$ cat src/rtl/aes_axil_regs.sv
// AXI-Lite register block for an AES CTR core: holds key/IV, CTRL/STATUS/ID registers,
// and issues a one-cycle start pulse. The write channel is sequenced by a small FSM.
module aes_axil_regs #(
  parameter logic [31:0] VERSION = 32'h4145_5301
) (
  input  logic         clk,
  input  logic         rst,
  input  logic [5:0]   s_axil_awaddr,
  input  logic         s_axil_awvalid,
  output logic         s_axil_awready,
  input  logic [31:0]  s_axil_wdata,
  input  logic [3:0]   s_axil_wstrb,
  input  logic         s_axil_wvalid,
  output logic         s_axil_wready,
  output logic [1:0]   s_axil_bresp,
  output logic         s_axil_bvalid,
  input  logic         s_axil_bready,
  input  logic [5:0]   s_axil_araddr,
  input  logic         s_axil_arvalid,
  output logic         s_axil_arready,
  output logic [31:0]  s_axil_rdata,
  output logic [1:0]   s_axil_rresp,
  output logic         s_axil_rvalid,
  input  logic         s_axil_rready,
  output logic [127:0] aes_key,
  output logic [127:0] aes_iv,
  output logic         key_iv_valid,
  output logic         start,
  input  logic         core_busy,
  input  logic         core_done,
  output logic [1:0]   wr_state_dbg
);

  // Valid/ready: a beat transfers on a rising clk edge where both valid and ready are high;
  // a source holds valid and its payload steady until that edge.
  typedef enum logic [1:0] {WR_IDLE, WR_PARTIAL, WR_COMMIT, WR_RESP} wr_state_e;

  localparam logic [1:0] RESP_OKAY   = 2'b00;
  localparam logic [1:0] RESP_SLVERR = 2'b10;

  wr_state_e      wr_state_q, wr_state_d;
  logic           aw_held_q, aw_held_d;
  logic [3:0]     aw_word_q, aw_word_d;
  logic           w_held_q, w_held_d;
  logic [31:0]    w_data_q, w_data_d;
  logic [3:0]     w_strb_q, w_strb_d;
  logic           bvalid_q, bvalid_d;
  logic [1:0]     bresp_q, bresp_d;
  logic           kiv_q, kiv_d;
  logic           done_q, done_d;
  logic           start_err_q, start_err_d;
  logic           start_q, start_d;
  logic [127:0]   key_q, key_d;
  logic [127:0]   iv_q, iv_d;
  logic           rvalid_q, rvalid_d;
  logic [31:0]    rdata_q, rdata_d;
  logic [1:0]     rresp_q, rresp_d;

  logic           aw_hs, w_hs, ar_hs;
  logic           done_clr, err_clr, err_set;
  logic [31:0]    wmask;
  logic           unused_addr_bits;

  assign unused_addr_bits = &{1'b0, s_axil_awaddr[1:0], s_axil_araddr[1:0]};

  // Ready outputs are forced low while rst is held so nothing is accepted during reset.
  assign s_axil_awready = !rst && !aw_held_q && !bvalid_q;
  assign s_axil_wready  = !rst && !w_held_q && !bvalid_q;
  assign s_axil_arready = !rst && !rvalid_q;

  assign aw_hs = s_axil_awvalid && s_axil_awready;
  assign w_hs  = s_axil_wvalid && s_axil_wready;
  assign ar_hs = s_axil_arvalid && s_axil_arready;

  assign wmask = {{8{w_strb_q[3]}}, {8{w_strb_q[2]}}, {8{w_strb_q[1]}}, {8{w_strb_q[0]}}};

  always_comb begin
    wr_state_d  = wr_state_q;
    aw_held_d   = aw_held_q;
    aw_word_d   = aw_word_q;
    w_held_d    = w_held_q;
    w_data_d    = w_data_q;
    w_strb_d    = w_strb_q;
    bvalid_d    = bvalid_q;
    bresp_d     = bresp_q;
    kiv_d       = kiv_q;
    key_d       = key_q;
    iv_d        = iv_q;
    start_d     = 1'b0;
    done_clr    = 1'b0;
    err_clr     = 1'b0;
    err_set     = 1'b0;

    if (aw_hs) begin
      aw_held_d = 1'b1;
      aw_word_d = s_axil_awaddr[5:2];
    end
    if (w_hs) begin
      w_held_d = 1'b1;
      w_data_d = s_axil_wdata;
      w_strb_d = s_axil_wstrb;
    end

    case (wr_state_q)
      WR_IDLE, WR_PARTIAL: begin
        if ((aw_held_q || aw_hs) && (w_held_q || w_hs)) begin
          wr_state_d = WR_COMMIT;
        end else if (aw_held_q || aw_hs || w_held_q || w_hs) begin
          wr_state_d = WR_PARTIAL;
        end
      end
      WR_COMMIT: begin
        wr_state_d = WR_RESP;
        aw_held_d  = 1'b0;
        w_held_d   = 1'b0;
        bvalid_d   = 1'b1;
        bresp_d    = RESP_OKAY;
        case (aw_word_q)
          4'h0: begin
            // KEY_IV_VALID lands first so START sees the value written alongside it.
            if (w_strb_q[1]) kiv_d = w_data_q[8];
            if (w_strb_q[0] && w_data_q[0]) begin
              if (kiv_d && !core_busy) start_d = 1'b1;
              else                     err_set = 1'b1;
            end
          end
          4'h1: begin
            if (w_strb_q[0]) begin
              done_clr = w_data_q[1];
              err_clr  = w_data_q[2];
            end
          end
          4'h4, 4'h5, 4'h6, 4'h7: begin
            key_d[{aw_word_q[1:0], 5'd0} +: 32] =
              (w_data_q & wmask) | (key_q[{aw_word_q[1:0], 5'd0} +: 32] & ~wmask);
            kiv_d = 1'b0;
          end
          4'h8, 4'h9, 4'hA, 4'hB: begin
            iv_d[{aw_word_q[1:0], 5'd0} +: 32] =
              (w_data_q & wmask) | (iv_q[{aw_word_q[1:0], 5'd0} +: 32] & ~wmask);
            kiv_d = 1'b0;
          end
          default: bresp_d = RESP_SLVERR;
        endcase
      end
      WR_RESP: begin
        if (s_axil_bready) begin
          wr_state_d = WR_IDLE;
          bvalid_d   = 1'b0;
        end
      end
      default: wr_state_d = WR_IDLE;
    endcase

    // A core_done in the same cycle as a DONE clear wins.
    done_d      = (done_q && !done_clr) || core_done;
    start_err_d = (start_err_q && !err_clr) || err_set;
  end

  always_comb begin
    rvalid_d = rvalid_q;
    rdata_d  = rdata_q;
    rresp_d  = rresp_q;
    if (rvalid_q && s_axil_rready) rvalid_d = 1'b0;
    if (ar_hs) begin
      rvalid_d = 1'b1;
      rresp_d  = RESP_OKAY;
      case (s_axil_araddr[5:2])
        4'h0:                   rdata_d = {23'd0, kiv_q, 8'd0};
        4'h1:                   rdata_d = {29'd0, start_err_q, done_q, core_busy};
        4'h2:                   rdata_d = VERSION;
        4'h4, 4'h5, 4'h6, 4'h7: rdata_d = 32'd0;
        4'h8, 4'h9, 4'hA, 4'hB: rdata_d = iv_q[{s_axil_araddr[3:2], 5'd0} +: 32];
        default: begin
          rdata_d = 32'd0;
          rresp_d = RESP_SLVERR;
        end
      endcase
    end
  end

  always_ff @(posedge clk) begin
    if (rst) begin
      wr_state_q  <= WR_IDLE;
      aw_held_q   <= 1'b0;
      aw_word_q   <= 4'd0;
      w_held_q    <= 1'b0;
      w_data_q    <= 32'd0;
      w_strb_q    <= 4'd0;
      bvalid_q    <= 1'b0;
      bresp_q     <= 2'b00;
      kiv_q       <= 1'b0;
      done_q      <= 1'b0;
      start_err_q <= 1'b0;
      start_q     <= 1'b0;
      key_q       <= 128'd0;
      iv_q        <= 128'd0;
      rvalid_q    <= 1'b0;
      rdata_q     <= 32'd0;
      rresp_q     <= 2'b00;
    end else begin
      wr_state_q  <= wr_state_d;
      aw_held_q   <= aw_held_d;
      aw_word_q   <= aw_word_d;
      w_held_q    <= w_held_d;
      w_data_q    <= w_data_d;
      w_strb_q    <= w_strb_d;
      bvalid_q    <= bvalid_d;
      bresp_q     <= bresp_d;
      kiv_q       <= kiv_d;
      done_q      <= done_d;
      start_err_q <= start_err_d;
      start_q     <= start_d;
      key_q       <= key_d;
      iv_q        <= iv_d;
      rvalid_q    <= rvalid_d;
      rdata_q     <= rdata_d;
      rresp_q     <= rresp_d;
    end
  end

  assign s_axil_bvalid = bvalid_q;
  assign s_axil_bresp  = bresp_q;
  assign s_axil_rvalid = rvalid_q;
  assign s_axil_rdata  = rdata_q;
  assign s_axil_rresp  = rresp_q;
  assign aes_key       = key_q;
  assign aes_iv        = iv_q;
  assign key_iv_valid  = kiv_q;
  assign start         = start_q;
  assign wr_state_dbg  = wr_state_q;

endmodule

$ cat config.mk
export PLATFORM = sky130hd
export DESIGN_NAME = aes_axil_regs
export DESIGN_NICKNAME = d
export VERILOG_FILES = /design/src/rtl/aes_axil_regs.sv
export SDC_FILE = /design/constraint.sdc
export NUM_CORES = 1
export LEC_CHECK = 0
export BUFFER_PORTS_ARGS = -buffer_cell sky130_fd_sc_hd__buf_4
export CAP_MARGIN = 20
export CORE_MARGIN = 10
export CORE_UTILIZATION = 39
export DETAILED_ROUTE_END_ITERATION = 10
export HOLD_SLACK_MARGIN = 0.06
export PLACE_DENSITY_LB_ADDON = 0.1
export SLEW_MARGIN = 10
export SYNTH_ARGS = -nofsm -noshare
export SYNTH_HDL_FRONTEND = slang
export SYNTH_SLANG_ARGS = --single-unit
$ cat constraint.sdc
create_clock -name clk -period 2.45 [get_ports clk]
set_clock_uncertainty 0.2 [all_clocks]
set_input_delay 0.3675 -clock clk [delete_from_list [all_inputs] [get_ports clk]]
set_output_delay 0.3675 -clock clk [all_outputs]
set_load 0.02 [all_outputs]
Yosys cells after proc, flatten, opt, wreduce, memory -nomap -nowiden:

Cells that the tools add are included.
W data, S select, Z words.

* register bits: 342
* word-level logic and storage cells: 133

* add/subtract/negate cells: 1
* eq/ne operators: 24
* shift operators: 6
* muxes and demuxes: 28
* bitwise operators: 9
* reduce and logical (&&, ||, !) cells: 48

Operators with widths (number)
* $shiftx A128 B8 Y32: 3
* $bwmux W128: 2
* $shiftx A32 B9 Y128: 2
* $pmux W32 S4: 1
* $shift A32 B9 Y128 const A: 1
* $and A32 B32 Y32: 3
* $or A32 B32 Y32: 2
* $eq A4 B3 Y1 const B: 8
* $eq A4 B4 Y1 const B: 8
* $not A32 Y32: 1
* $mux W1: 17
* $reduce_or A4 Y1: 4
* $logic_and A1 B1 Y1: 14
* $reduce_or A11 Y1: 1
* $mux W2: 5
* $reduce_and A2 Y1: 5
* $reduce_or A10 Y1: 1
* $neg A7 Y9: 1
* $eq A4 B1 Y1 const B: 2
* $logic_not A1 Y1: 8
* $logic_not A4 Y1: 2
* $reduce_or A8 Y1: 1
* $logic_or A1 B1 Y1: 6
* $pmux W2 S3: 1
* other kinds (10): 17

Longest topological paths before layout:

* word-level depth: 10
* mapped depth: 11
* mapped depth without buffers: 6

Least setup slack after synthesis:

Ideal clock, no wire load.

* path kind: register to register
* start: register aw_word_q[0]
* end: register iv_q[48], in the netlist aes_iv[48]
* library setup time: 0.117 ns
* data arrival time: 2.378 ns
* data required time: 2.133 ns
* path slack: -0.245 ns
* cell stages (with the launch flop): 11
* buffers on the path: 4
* clock period less this slack: 2.695 ns
* path through: dfxtp_1 > buf_2 > buf_6 > buf_4 > inv_1 > ha_1 > or4_4 > nand3b_4 > nor3_2 > clkbuf_1 > a22o_1

* word-level cells in the longest chain between the ends: 5

RTL lines
* start, declared: line 43 `logic [3:0] aw_word_q, aw_word_d;`
* start signal, assigned: line 204 `aw_word_q <= aw_word_d;`
* $shiftx A128 B8 Y32: line 140 `(w_data_q & wmask) | (iv_q[{aw_word_q[1:0], 5'd0} +: 32] & ~wmask);`
* $and A32 B32 Y32: line 140
* $or A32 B32 Y32: line 140
* $shiftx A32 B9 Y128: line 139 `iv_d[{aw_word_q[1:0], 5'd0} +: 32] =`
* $bwmux W128: line 139
* end signal, assigned: line 215 `iv_q <= iv_d;`
* end, declared: line 54 `logic [127:0] iv_q, iv_d;`

Several ways; a longest one is shown, not always the timed one.
A chain may end at the register's enable or synchronous reset.

Worst setup path in the final report:

* start: register aw_word_q[1]
* end: register iv_q[23], in the netlist aes_iv[23]

The elaborated chain is that of the path after synthesis.

==> key figures <==
Die
  • Die W: 213 microns
  • Die Y-Extent: 213 microns
  • CORE AREA: 36700 sq um
  • Die area: 45300 sq um
  • Initial Utilization: 39.5%
  • I/O Pins: between 300 and 400
  • Rows: 70

Power and ir drop
  • Worst vdd ir: 0.000442 V
  • Leak: roughly 8.0 nW
  • Tot Pwr: around 13 mW
  • Pwr dens: 631 nW/um^2

Cells and area
  • Final non-filler cell area: 19800 sq um
  • Layout net count: around 1800
  • Post-layout util: a little over half
  • Ant diodes: 0
  • Sequential cell area: 6810 sq um
  • P&R area growth vs syn: 36.5%
  • Fill cells: 3228
  • Footprint of the multi-input gates: 7170 sq um
  • Layout cell share with drive strength beyond 1: around a third
  • Non-filler cells, final: about 2200

Worst setup path
  • Setup crit start kind: flop
  • Cell Chain, Critical Path: inv_2 > ha_4 > nor3_2 > nand3_1 > nor2_4 > a22o_1
  • Max incr delay on CP: roughly 0.79 ns
  • Worst-path fanout max: 32
  • R2R setup slack: 0.06 ns
  • Slowest cell on crit path: nor2_4
  • CP required: 2.71 ns
  • Setup CP Type: reg -> reg
  • CP Data Arrival Time: roughly 2.7 ns
  • CP endpoint kind: flop

Place
  • Half-perimeter wire length after placement: 39000 microns
  • Placed inst area: 18000 sq um
  • Placed insts: 2105
  • Placer Congestion: 0.834
  • Dpl ws: approximately 0.032 ns
  • Port bufs: 351

Route
  • WL per Instance: between 20 and 30 microns
  • Via/cell ratio: 5.85
  • Final ANT Viol Nets: 0
  • DRC viols: 0
  • Final wirelength: approximately 57000 microns
  • Vias: about 13000
  • Initial DRC Count: 789
  • Drt first pass iters: 5

STA
  • Final hold vios: 0
  • Setup violators final: 0
  • Crit share post-route: 97.4%
  • Min cycle time layout: approximately 2.4 ns
  • Rel. slew slack: 32.4%
  • Slew @ Worst Pin: 1.01 ns
  • Max-slew violations: 0
  • RSZ-0062 raised after global routing: false
  • Worst setup margin: 0.0628 ns
  • Max frequency: 419 MHz

CTS
  • Clock root buffer: clkbuf_16
  • Clock Latency Late Sink: 0.53 ns
  • Clock Pin Slew Worst Setup and Hold Paths: 0.06 ns
  • Total clock sinks: 340
  • CTS max path bufs: 3
  • CTS tree: yes
  • Num CTS Buffers: 39
  • H-tree Lvls: 2

Global routing
  • GRT Util Overall: 23.9%
  • Antenna violations before repair: 0
  • Largest net degree at the start of global routing: 83
  • First-pass GRT wire length: 82800 microns
  • Total grt overflow: 0
  • Vias in the first global route: 12900

Yosys
  • Post-Syn Area: 14500 sq um
  • Main synth FF type: dfxtp_1
  • Seq/Total Area, Yosys: a little under half
  • Cells after Synth: around 1300
  • Register bit total from synthesis: 340
  • Post-synth EDFFs: 0
  • Synth Warn #: 0
  • Syn avg cell area: 10.8 sq um
  • Number of unique standard cell types used by synthesis: 52
  • Async SR Flop Fraction: 0%

Worst hold path
  • Hold WC Path Type: in -> reg

Run
  • Max cap viols: 0

Outcome
  • Status: finished, final reports clean
## cells in the mapped netlist, types with 2 or more instances
library cell	instances	area, sq um
mux2i_1	71	711
nor2_1	43	161
dfxtp_1	340	6810
nand3_1	7	35.0
buf_4	22	165
buf_6	4	45.0
nor3_2	6	60.1
nor3_1	14	70.1
mux2_2	64	721
a31oi_1	2	12.5
nand4_1	3	18.8
ha_1	5	62.6
buf_2	50	250
a31oi_4	3	63.8
o21ai_0	5	25.0
o311ai_0	5	43.8
a22o_1	259	2270
nor3b_4	2	37.5
nand2_1	174	653
a21oi_1	55	275
a31oi_2	5	62.6
inv_1	3	11.3
nor2b_1	7	43.8
a22oi_1	22	165
nand3b_1	3	22.5
buf_1	3	11.3
a211oi_1	2	15.0
clkbuf_1	49	184
nand3b_4	2	40.0
a221oi_1	8	70.1
and2_1	2	12.5
nor4b_2	2	30.0
o311ai_1	59	517
mux4_2	30	676
## layout by cell type (no fill, tap or decap), types with 8 or more instances in the layout
cell type and n:
a31oi_4 8, a21oi_1 55, buf_4 394, nor3_1 12, clkbuf_16 41, clkbuf_1 9
o311ai_1 58, dfxtp_1 338, a22oi_1 22, nand2_1 174, a22o_1 259, dlygate4sd3_1 52
clkbuf_8 10, mux2_2 64, mux2i_1 71, buf_12 21, nor2_1 42, mux4_2 30
a221oi_1 8
## cell families (layout without fill, tap and decap cells)
kind of cell	count (synthesis)	count (layout)	synth area share, %
compound gates	431	431	24.6
fa+ha+maj	5	5	0.431
buf+inv	132	542	4.70
flops	340	340	46.9
mux	165	165	14.5
other cells	1	2	0.0258
simple gates	275	275	8.80
## layout make-up
cell class                      instances  area share (%)
Sequential cell                       340            34.4
Multi-Input combinational cell        878            36.2
Inverter                                3          0.0947
Clock buffer                           60            6.04
Clock inverter                         11           0.556
Timing Repair Buffer                  468            19.7
Tap cell                              468            2.96
## stage by stage
step / hold slack, ns / TNS, ns
2_1_floorplan: 0.236 / -1.27
3_3_place_gp: 0.242 / 0
3_5_place_dp: 0.246 / 0
4_1_cts: 0.0788 / 0
5_1_grt: 0.129 / 0
6_report: 0.0942 / 0
## critical path, delay by kind of cell, from the launching register on
family,cells,cell delay [ns]
flops,1,0.38
simple gates,3,1.10
fa+ha+maj,1,0.26
buf+inv,1,0.08
compound gates,1,0.27
## what timing repair did
action                                  in CTS  in global routing
resized for setup                            0                  3
setup buffers                                0                  0
hold buffers                                52                  0
hold endpoints to repair                    50                  0
endpoints found under the setup margin       0                 18
## power breakdown
part | internal [mW] | switching, mW
Clock | 3.58 | 2.35
Sequential | 5.58 | 0.0526
Combinational | 0.371 | 0.574
Total | 9.53 | 2.98
## state kept, by name (all words and copies together) (netlist names), 2 cells and up
signal	flops
aes_key	128
aw_word_q	4
s_axil_rdata	32
w_strb_q	4
aes_iv	128
wr_state_dbg	2
w_data_q	32
## metal layers
| metal | GRT usage (%) | up-vias | wire length [microns] |
|---|---|---|---|
| met5 | 0 | - | 0 |
| met4 | 9.26 | 0 | 1980 |
| met3 | 4.88 | 82 | 3800 |
| met2 | 39.1 | 488 | 27200 |
| met1 | 30.2 | 6512 | 23700 |
| li1 | - | 5951 | - |
## final timing paths
path | start | end | cells after the start
hold / removal | s_axil_araddr[5] | s_axil_rdata[0] | 4
setup reg to reg | aw_word_q[1] | aes_iv[23] | 6
hold reg to reg | w_data_q[15] | w_data_q[15] | 2
setup / recovery | aw_word_q[1] | aes_iv[23] | 6
No activity file was read; power rests on OpenSTA's default activity.
